<file path="src/rtl/display_scan_controller.sv">
// Time-multiplexed scan controller for common-anode digits sharing one hex decoder.
// Values enter through valid/ready and are committed only at frame boundaries.
//
//   state | meaning
//   BLANK | all anodes off for one digit period after reset
//   SCAN  | step through digits, DIV cycles each
module display_scan_controller #(
    parameter int N      = 4,
    parameter int DIGITS = 4,
    parameter int DIV    = 50000
) (
    input  logic                  clk,
    input  logic                  rst,
    input  logic                  load_valid,
    output logic                  load_ready,
    input  logic [DIGITS*N-1:0]   load_data,
    input  logic                  blank_lz,
    output logic [N-1:0]          dec_in,
    output logic [DIGITS-1:0]     anode,
    output logic                  frame_start
);

    localparam int TW = (DIV > 1) ? $clog2(DIV) : 1;
    localparam int IW = (DIGITS > 1) ? $clog2(DIGITS) : 1;
    localparam logic [TW-1:0]     TICK_LAST = TW'(DIV - 1);
    localparam logic [IW-1:0]     IDX_LAST  = IW'(DIGITS - 1);
    localparam logic [DIGITS-1:0] ONE_HOT0  = {{(DIGITS-1){1'b0}}, 1'b1};

    typedef enum logic {BLANK, SCAN} state_t;

    state_t               state;
    logic [TW-1:0]        tick;
    logic [IW-1:0]        idx;
    logic [DIGITS*N-1:0]  active;
    logic [DIGITS*N-1:0]  shadow;
    logic                 pending;

    logic                 tick_done;
    logic                 commit;
    logic                 xfer;
    logic [DIGITS-1:0]    upper_zero;
    logic [N-1:0]         nibble;
    logic                 digit_blank;

    always_comb begin
        tick_done = (tick == TICK_LAST);
        commit    = tick_done && ((state == BLANK) || (idx == IDX_LAST));
        xfer      = load_valid && load_ready;
        // upper_zero[i]: nibbles i..DIGITS-1 of the active value are all zero
        for (int i = 0; i < DIGITS; i++) begin
            upper_zero[i] = ((active >> (i * N)) == '0);
        end
        nibble      = active[idx*N +: N];
        digit_blank = blank_lz && (idx != '0) && upper_zero[idx];
    end

    always_ff @(posedge clk) begin
        if (rst) begin
            state       <= BLANK;
            tick        <= '0;
            idx         <= '0;
            active      <= '0;
            shadow      <= '0;
            pending     <= 1'b0;
            load_ready  <= 1'b1;
            anode       <= '1;
            dec_in      <= '0;
            frame_start <= 1'b0;
        end else begin
            tick <= tick_done ? '0 : tick + 1'b1;

            case (state)
                BLANK: begin
                    if (tick_done) begin
                        state <= SCAN;
                        idx   <= '0;
                    end
                end
                SCAN: begin
                    if (tick_done) begin
                        idx <= (idx == IDX_LAST) ? '0 : idx + 1'b1;
                    end
                end
                default: state <= BLANK;
            endcase

            // ready drops with the transfer itself so a held valid is never taken twice
            if (xfer) begin
                shadow     <= load_data;
                pending    <= 1'b1;
                load_ready <= 1'b0;
            end else begin
                load_ready <= !pending;
                if (commit && pending) begin
                    active  <= shadow;
                    pending <= 1'b0;
                end
            end

            frame_start <= (state == SCAN) && (idx == '0) && (tick == '0);
            if (state == SCAN) begin
                dec_in <= nibble;
                anode  <= digit_blank ? '1 : ~(ONE_HOT0 << idx);
            end else begin
                dec_in <= '0;
                anode  <= '1;
            end
        end
    end

endmodule

</file>
<file path="config.mk">
export PLATFORM = sky130hd
export DESIGN_NAME = display_scan_controller
export DESIGN_NICKNAME = d
export VERILOG_FILES = /design/src/rtl/display_scan_controller.sv
export SDC_FILE = /design/constraint.sdc
export NUM_CORES = 1
export LEC_CHECK = 0
export CAP_MARGIN = 20
export CELL_PAD_IN_SITES_DETAIL_PLACEMENT = 1
export CELL_PAD_IN_SITES_GLOBAL_PLACEMENT = 2
export CORE_MARGIN = 1.5
export CORE_UTILIZATION = 37
export DETAILED_ROUTE_END_ITERATION = 8
export HOLD_SLACK_MARGIN = 0.15
export PLACE_DENSITY_LB_ADDON = 0.25
export SLEW_MARGIN = 20
export SYNTH_ARGS = -nofsm -noshare
export SYNTH_HDL_FRONTEND = slang
export SYNTH_SLANG_ARGS = --single-unit
</file>
<file path="constraint.sdc">
create_clock -name clk -period 3.45 [get_ports clk]
set_input_delay 0.5175 -clock clk [delete_from_list [all_inputs] [get_ports clk]]
set_output_delay 0.5175 -clock clk [all_outputs]
set_load 0.05 [all_outputs]
</file>
Word level (Yosys, flattened, before mapping). Cells that the tools add are included.

Bits in registers: 62. Input port bits: 20. Output and inout bits: 10. Logic and storage cells: 55.

Add/subtract/negate cells: 2. $lt $le $gt $ge: 1. Eq/ne operators: 4. Shift operators: 2. Muxes and demuxes: 11. Bitwise logic cells: 3. Reductions and logical operators: 22.

Operators by type and width (number): zero test 16 bit (5); adder 16 x 1 -> 16 bit, second input constant (1); equality test 16 bit, second input constant (1); indexed part select 16 x 5 -> 4 bit (1); logical AND 1 bit (7); 2-to-1 mux 1 bit (6); 2-to-1 mux 2 bit (3); NOT 4 bit (1); case mux 2 bit (2 select lines) (1); AND reduction 2 bit (2); nonzero test 2 bit (2); OR reduction 2 bit (2); left shift 1 x 2 -> 4 bit, first input constant (1); < comparator 2 x 3 -> 1 bit, second input constant (1); OR reduction 3 bit (1); adder 2 x 1 -> 2 bit, second input constant (1); binary-select mux 1 bit (select 2 bit) (1); equality test 2 bit, second input constant (1); zero test 2 bit (1); != test 2 x 1 -> 1 bit, second input constant (1); != test 2 bit, second input constant (1); NOT 1 bit (2); zero test 1 bit (1); logical OR 1 bit (1).

Depth between registers and ports, before layout. Gate-level depths: netlist (run 1).

Depth after elaboration: 6. Gate-level depth with buffers: 7. Gate-level depth less buffers: 5.

Worst setup path before layout (run 1). Ideal clock, no wire load.

Path kind: reg-to-reg. Start: register tick[7]. End: register active[10]. Library setup time: 0.072 ns. Arrival: 1.916 ns. Required time: 3.378 ns. Slack: 1.463 ns. Stages on the path, launching flop included: 7. Path buffers: 2. Clock period less this slack: 1.987 ns. Cell sequence: dfxtp_1 -> or4_4 -> nor4_4 -> o2111a_1 -> buf_6 -> buf_12 -> mux2i_1.

Longest elaborated chain between the ends: 4.

RTL lines: start: declaration (line 32) `logic [TW-1:0] tick;`; start signal: assignment (line 70) `tick <= tick_done ? '0 : tick + 1'b1;`; equality test 16 bit (line 46) `tick_done = (tick == TICK_LAST);`; logical AND 1 bit (line 47) `commit = tick_done && ((state == BLANK) || (idx == IDX_LAST));`; logical AND 1 bit (line 94) `if (commit && pending) begin`; AND reduction 2 bit (no line); end signal: assignment (line 95) `active <= shadow;`; end: declaration (line 34) `logic [DIGITS*N-1:0] active;`.

No other way between the ends. A chain may end at the register's enable or synchronous reset.

Worst setup path in the final report (run 1).
Start: register tick[7]. End: register active[3].

The elaborated chain is that of the path after synthesis.

==> run_results.csv, run 1 <==
group,metric,value,unit
global_routing,gr-total-overflow,0,
global_routing,grt_pass1_wl,9560,um
setup_path,cp_slowest_cell,"or4_4",
setup_path,cpPeakStageDelay,570,ps
synth,synthDominantCellAreaShare,46.9,%
detailed_routing,vias,1997,
sta,tightest_slew,640,ps
setup_path,path_buf_inv,1,
clock_tree,cts.sinks,62,
floorplanning,io_pins,30,
floorplanning,fp.coreArea,6870,sq um
synth,ys_async_sr_fraction,0,%
global_routing,track_usage,16.4,%
hold_path,worstHoldStart,"shadow[6]$_SDFFE_PP0P_",
finish,diodes,0,
clock_tree,clock_latency,340,ps
synth,synth.cells.most_frequent,"dfxtp_1, nand2_1, nand2b_1, nor2_1, a21oi_1",
setup_path,endpoint_kind,"flip-flop",
synth,synth_seq_cells,62,
sta,max_freq,0.447,GHz
synth,synth_flop_cell,"dfxtp_1",
setup_path,crit_chain,"or4_4, nor4_4, o2111a_1, buf_4, mux2i_1",
detailed_routing,firstDrtPassIters,5,
sta,slew_violations,0,
synth,synth_nets,312,
finish,final_nets,337,
sta,post-route-min-period,2240,ps
synth,synth_edf_count,0,
synth,yosysWarnings,0,
power_and_ir_drop,powerDensity,472,nW/um^2
floorplanning,dieArea,7680,sq um
setup_path,worstReg2RegStart,"tick[7]$_SDFF_PP0_",
floorplanning,start_util,38.6,%
detailed_routing,drtAntennaViolNets,0,
detailed_routing,drc,0,
clock_tree,cts.clk_slew.worst_paths,70,ps
clock_tree,cts_buffers,9,
clock_tree,htree_levels,3,
placement,io_buffers,29,
placement,preCtsSetupSlack,1120,ps
clock_tree,post_cts_buffers,0,
detailed_routing,wl_per_cell,13.4,um
clock_tree,cts_resized,0,
detailed_routing,viasPerCell,4.85,
synth,synth.most_common_cell,"dfxtp_1",
setup_path,cp-start-kind,"flip-flop",
setup_path,cp.required,3710,ps
detailed_routing,totalWireLength,5520,um
detailed_routing,drt_iter0_markers,69,
finish,area_growth_syn_to_layout,21.0,%
finish,finish.utilization,46.6,%
clock_tree,clockBufferDepth,2,
setup_path,crit_family,"simple AND/OR/NAND/NOR gates",
sta,finalWorstSetupSlack,1210,ps
floorplanning,die_x,87.6,um
global_routing,grt_pass1_vias,1953,
finish,drive_above_1_share,7.91,%
setup_path,criticalPathCategory,"reg -> reg",
synth,avgSynthCellArea,9.26,sq um
synth,ys_seq_area_share,46.9,%
synth,yosys.area.top_type,"dfxtp_1",
floorplanning,chipHeight,87.6,um
placement,hpwl,3710,um
setup_path,crit_path_max_fanout,17,
sta,setup_tns,0,ps
setup_path,crit_start,"tick[7]$_SDFF_PP0_",
clock_tree,root_buffer,"clkbuf_8",
synth,syn_inst,286,
sta,period_share,64.8,%
setup_path,arrival,2500,ps
sta,grt_setup_unrepaired,"no",
hold_path,hp-class,"reg -> reg",
placement,place_congestion,0.719,
run_status,status,"finished, final reports clean",
synth,synth_area_leaders,"dfxtp_1, nand2b_1, mux2i_1",
power_and_ir_drop,p_leak,1.09,nW
sta,setup_violations,0,
global_routing,antenna_found_initial,0,
sta,hold_viol,0,
sta,slew_headroom,57.2,%
clock_tree,cts-hold-fix-buffers,0,
clock_tree,cts_tree,"done",
sta,fin_skew,10.1,ps
power_and_ir_drop,vdd_drop_max,0.179,mV
synth,synth.distinct_cells,34,
global_routing,grt_max_degree,54,
flow_run,cap_violations,0,
synth,synthesis.area,2650,sq um
floorplanning,num_rows,30,
-- placed cells by master (no fill, tap or decap) --
cell,n
a211o_1,1
a21oi_1,18
and2_1,5
and3_1,1
buf_4,2
bufinv_16,1
clkbuf_1,1
clkbuf_8,13
clkdlybuf4s50_1,29
clkinvlp_4,1
dfxtp_1,62
ha_1,6
inv_1,8
mux2_2,1
mux2i_1,16
mux4_2,4
nand2_1,38
nand2b_1,33
nand3_1,10
nand3b_1,1
nand4_1,5
nand4b_1,1
nor2_1,24
nor3_1,3
nor4_1,9
nor4_4,1
nor4b_1,1
o2111a_1,1
o21ai_0,1
o21bai_1,1
or2_2,1
or3_1,2
or4_4,1
xnor2_1,11
xor2_1,3
-- state kept, by name (all words and copies together), names as in the netlist --
name         count
tick            16
shadow          16
load_ready       1
pending          1
active          16
dec_in           4
anode            4
frame_start      1
idx              2
state            1
-- worst paths after layout --
| check | end | slack, ps | cells past startpoint |
|---|---|---|---|
| worst max-delay path | active[3]$_SDFFE_PP0P_ | 1210 | 5 |
| worst min register to register | shadow[6]$_SDFFE_PP0P_ | 460 | 2 |
| worst min-delay path | shadow[6]$_SDFFE_PP0P_ | 460 | 2 |
| worst max register to register | active[3]$_SDFFE_PP0P_ | 1210 | 5 |
-- power breakdown --
part,internal [mW],switching (mW)
clock network,0.413,0.276
logic,0.0406,0.0408
registers,0.732,0.0112
total,1.19,0.328
-- stage by stage --
| stage | cell area, sq um | total power [mW] | hold WS (ps) | instances |
|---|---|---|---|---|
| floorplan | 2650 | 0.806 | 437 | 286 |
| global placement | 2980 | 0.841 | 447 | 396 |
| detailed placement | 2980 | 0.842 | 451 | 396 |
| CTS | 3200 | 1.53 | 461 | 412 |
| global route | 3200 | 1.57 | 480 | 412 |
| finish | 3200 | 1.51 | 458 | 412 |
-- kinds of logic (layout without fill, tap and decap cells) --
group,count (synthesis),after routing,synth area share (%)
simple gates,136,136,26.6
flops,62,62,46.9
buf+inv,25,55,4.53
compound gates,22,22,4.63
mux,21,21,9.87
xor+xnor,14,14,4.63
fa+ha+maj,6,6,2.83
-- metal layers --
metal | wire length [um] | up-vias | track usage (%)
li1 | - | 1003 | -
met1 | 2970 | 949 | 23.3
met2 | 2270 | 36 | 22.7
met3 | 163 | 9 | 3.77
met4 | 109 | 0 | 9.09
met5 | 0 | - | 0
-- layout make-up --
type | instances | area, sq um
fill | 802 | 3660
multi-input combinational | 199 | 1290
sequential | 62 | 1240
timing repair buffer | 31 | 305
clock buffer | 14 | 183
tap | 96 | 120
clock inverter | 2 | 37.5
inverter | 8 | 30.0
-- tightest hold or removal path, delay by kind of cell, from the launching register on --
family | cells | cell delay, ps
simple gates | 1 | 50
flops | 1 | 310
compound gates | 1 | 50
Power figures use the tool's default switching activity.
==> run 2: changes to the inputs <==
CORE_UTILIZATION = 34   (was 37)
clock period = 2.18 ns   (was 3.45 ns; I/O delays follow)
==> run 2 against run 1 <==
  * Highest routed layer unchanged
  * Maximum frequency rose by 16%
  * Combinational power is 71% higher
  * Sequential share of layout area fell by 1.1 points
  * Worst hold slack worse by 0.69 ps
  * Global-route usage decreased by 1.5 points
  * Clock skew down 3.6 ps
  * Die area is 8.5% higher
==> run_results.csv, run 2 (same netlist as run 1, synthesis figures left out) <==
group,metric,value,unit
setup_path,path_buf_inv,1,
run_status,status,"finished, final reports clean",
power_and_ir_drop,vdd_drop_max,0.269,mV
floorplanning,fp.coreArea,7650,sq um
floorplanning,dieArea,8330,sq um
floorplanning,chipHeight,91.3,um
clock_tree,clock_latency,340,ps
sta,hold_viol,0,
sta,slew_violations,0,
sta,period_share,88.6,%
floorplanning,start_util,34.6,%
finish,most-common-layout-cells,"dfxtp_1, nand2_1, nand2b_1",
detailed_routing,met1_length,2970,um
detailed_routing,drc,0,
detailed_routing,drtAntennaViolNets,0,
setup_path,arrival,2190,ps
setup_path,cp-start-kind,"flip-flop",
setup_path,cpPeakStageDelay,560,ps
finish,final_nets,343,
clock_tree,clockBufferDepth,2,
sta,post-route-min-period,1930,ps
placement,place_congestion,0.783,
setup_path,endpoint_kind,"flip-flop",
detailed_routing,vias,1992,
floorplanning,io_pins,30,
clock_tree,cts_buffers,9,
finish,area_growth_syn_to_layout,24.7,%
setup_path,crit_path_max_fanout,17,
setup_path,cp_slowest_cell,"or4_4",
clock_tree,post_cts_buffers,0,
sta,fin_skew,6.49,ps
clock_tree,root_buffer,"clkbuf_8",
detailed_routing,wl_met2,2370,um
detailed_routing,totalWireLength,5620,um
placement,io_buffers,29,
setup_path,cp.required,2440,ps
sta,setup_tns,0,ps
finish,reg.largest.list,"active x16, shadow x16, tick x16",
finish,post-route-cell-area,3300,sq um
clock_tree,cts_tree,"done",
global_routing,gr-total-overflow,0,
global_routing,grt_max_degree,53,
detailed_routing,routed.top_layer,"met4",
floorplanning,num_rows,32,
sta,grt_setup_unrepaired,"no",
detailed_routing,firstDrtPassIters,4,
finish,final_common_cell,"dfxtp_1",
hold_path,hp-class,"reg -> reg",
global_routing,grt_pass1_wl,9740,um
placement,dpl_cell_area,3050,sq um
finish,diodes,0,
sta,tightest_slew,494,ps
setup_path,criticalPathCategory,"reg -> reg",
sta,slew_headroom,66.9,%
detailed_routing,viasPerCell,4.70,
global_routing,track_usage,14.8,%
setup_path,crit_family,"simple AND/OR/NAND/NOR gates",
clock_tree,cts-hold-fix-buffers,0,
floorplanning,die_x,91.3,um
global_routing,grt_pass1_vias,1977,
detailed_routing,drt_iter0_markers,99,
clock_tree,htree_levels,3,
setup_path,crit_chain,"or4_4, nor4_4, o2111a_1, buf_12, mux2i_1",
flow_run,cap_violations,0,
clock_tree,cts.clk_slew.worst_paths,70,ps
sta,setup_violations,0,
sta,max_freq,0.518,GHz
clock_tree,cts.sinks,62,
power_and_ir_drop,powerDensity,772,nW/um^2
global_routing,antenna_found_initial,0,
clock_tree,cts_resized,0,
power_and_ir_drop,p_leak,1.14,nW
finish,drive_above_1_share,9.94,%
detailed_routing,routed-wl-met3,170,um
detailed_routing,wl_per_cell,13.3,um
placement,hpwl,3940,um
==> run 2: cell count changes in the layout (fill, tap and decap cells not counted) <==
cell / change
clkbuf_8: +1
buf_4: +5
bufinv_16: +1
clkinvlp_4: -1
buf_12: +1
clkbuf_1: -1
==> run 2: worst paths after layout <==
| kind | start | end | slack, ps | depth (start not counted) |
|---|---|---|---|---|
| setup / recovery | tick[7]$_SDFF_PP0_ | active[11]$_SDFFE_PP0P_ | 250 | 5 |
| hold / removal | shadow[10]$_SDFFE_PP0P_ | shadow[10]$_SDFFE_PP0P_ | 460 | 2 |
| setup reg to reg | tick[7]$_SDFF_PP0_ | active[11]$_SDFFE_PP0P_ | 250 | 5 |
| hold reg to reg | shadow[10]$_SDFFE_PP0P_ | shadow[10]$_SDFFE_PP0P_ | 460 | 2 |
==> run 2: final cells by class <==
cell class,instances,area [sq um]
flip-flops and latches,62,1240
clock inverters,2,60.1
clock buffers,14,193
repair buffers,37,363
inverters,8,30.0
multi-input cells,199,1290
well taps,102,128
fillers,862,4350
==> run 2: power by group <==
part / leakage, nW / total [mW] / switching (mW) / internal, mW
combinational: 0.508 / 0.139 / 0.0683 / 0.0705
clock: 0.129 / 1.24 / 0.436 / 0.801
sequential: 0.503 / 1.17 / 0.0157 / 1.16
==> run 2: metrics by stage <==
| stage | power [mW] | hold WS, ps | utilization [%] | instances | setup slack (ps) |
|---|---|---|---|---|---|
| floorplan | 1.28 | 437 | - | 286 | 193 |
| global placement | 1.34 | 445 | 39.9 | 408 | 280 |
| detailed placement | 1.34 | 447 | 39.9 | 408 | 236 |
| CTS | 2.59 | 458 | 43.2 | 424 | 213 |
| global route | 2.67 | 483 | 43.2 | 424 | 139 |
| finish | 2.55 | 457 | 43.2 | 424 | 249 |
==> run 2: layer usage <==
metal | up-vias | track usage [%]
met5 | - | 0
met4 | 0 | 8.07
met3 | 11 | 3.77
met2 | 32 | 20.8
met1 | 935 | 20.6
li1 | 1014 | -
==> run 2: worst register-to-register path, cell delays in order (launching register included) <==
cell and delay, ps:
dfxtp_1 340, or4_4 560, nor4_4 300, o2111a_1 270
buf_12 180, mux2i_1 210
==> run 3: changes to the inputs <==
CTS_CLUSTER_DIAMETER = 120   (was unset)
HOLD_SLACK_MARGIN = 0.05   (was 0.15)
==> results of run 3 <==
Same layout as run 2: the final DEF is identical, and so are final timing and power.
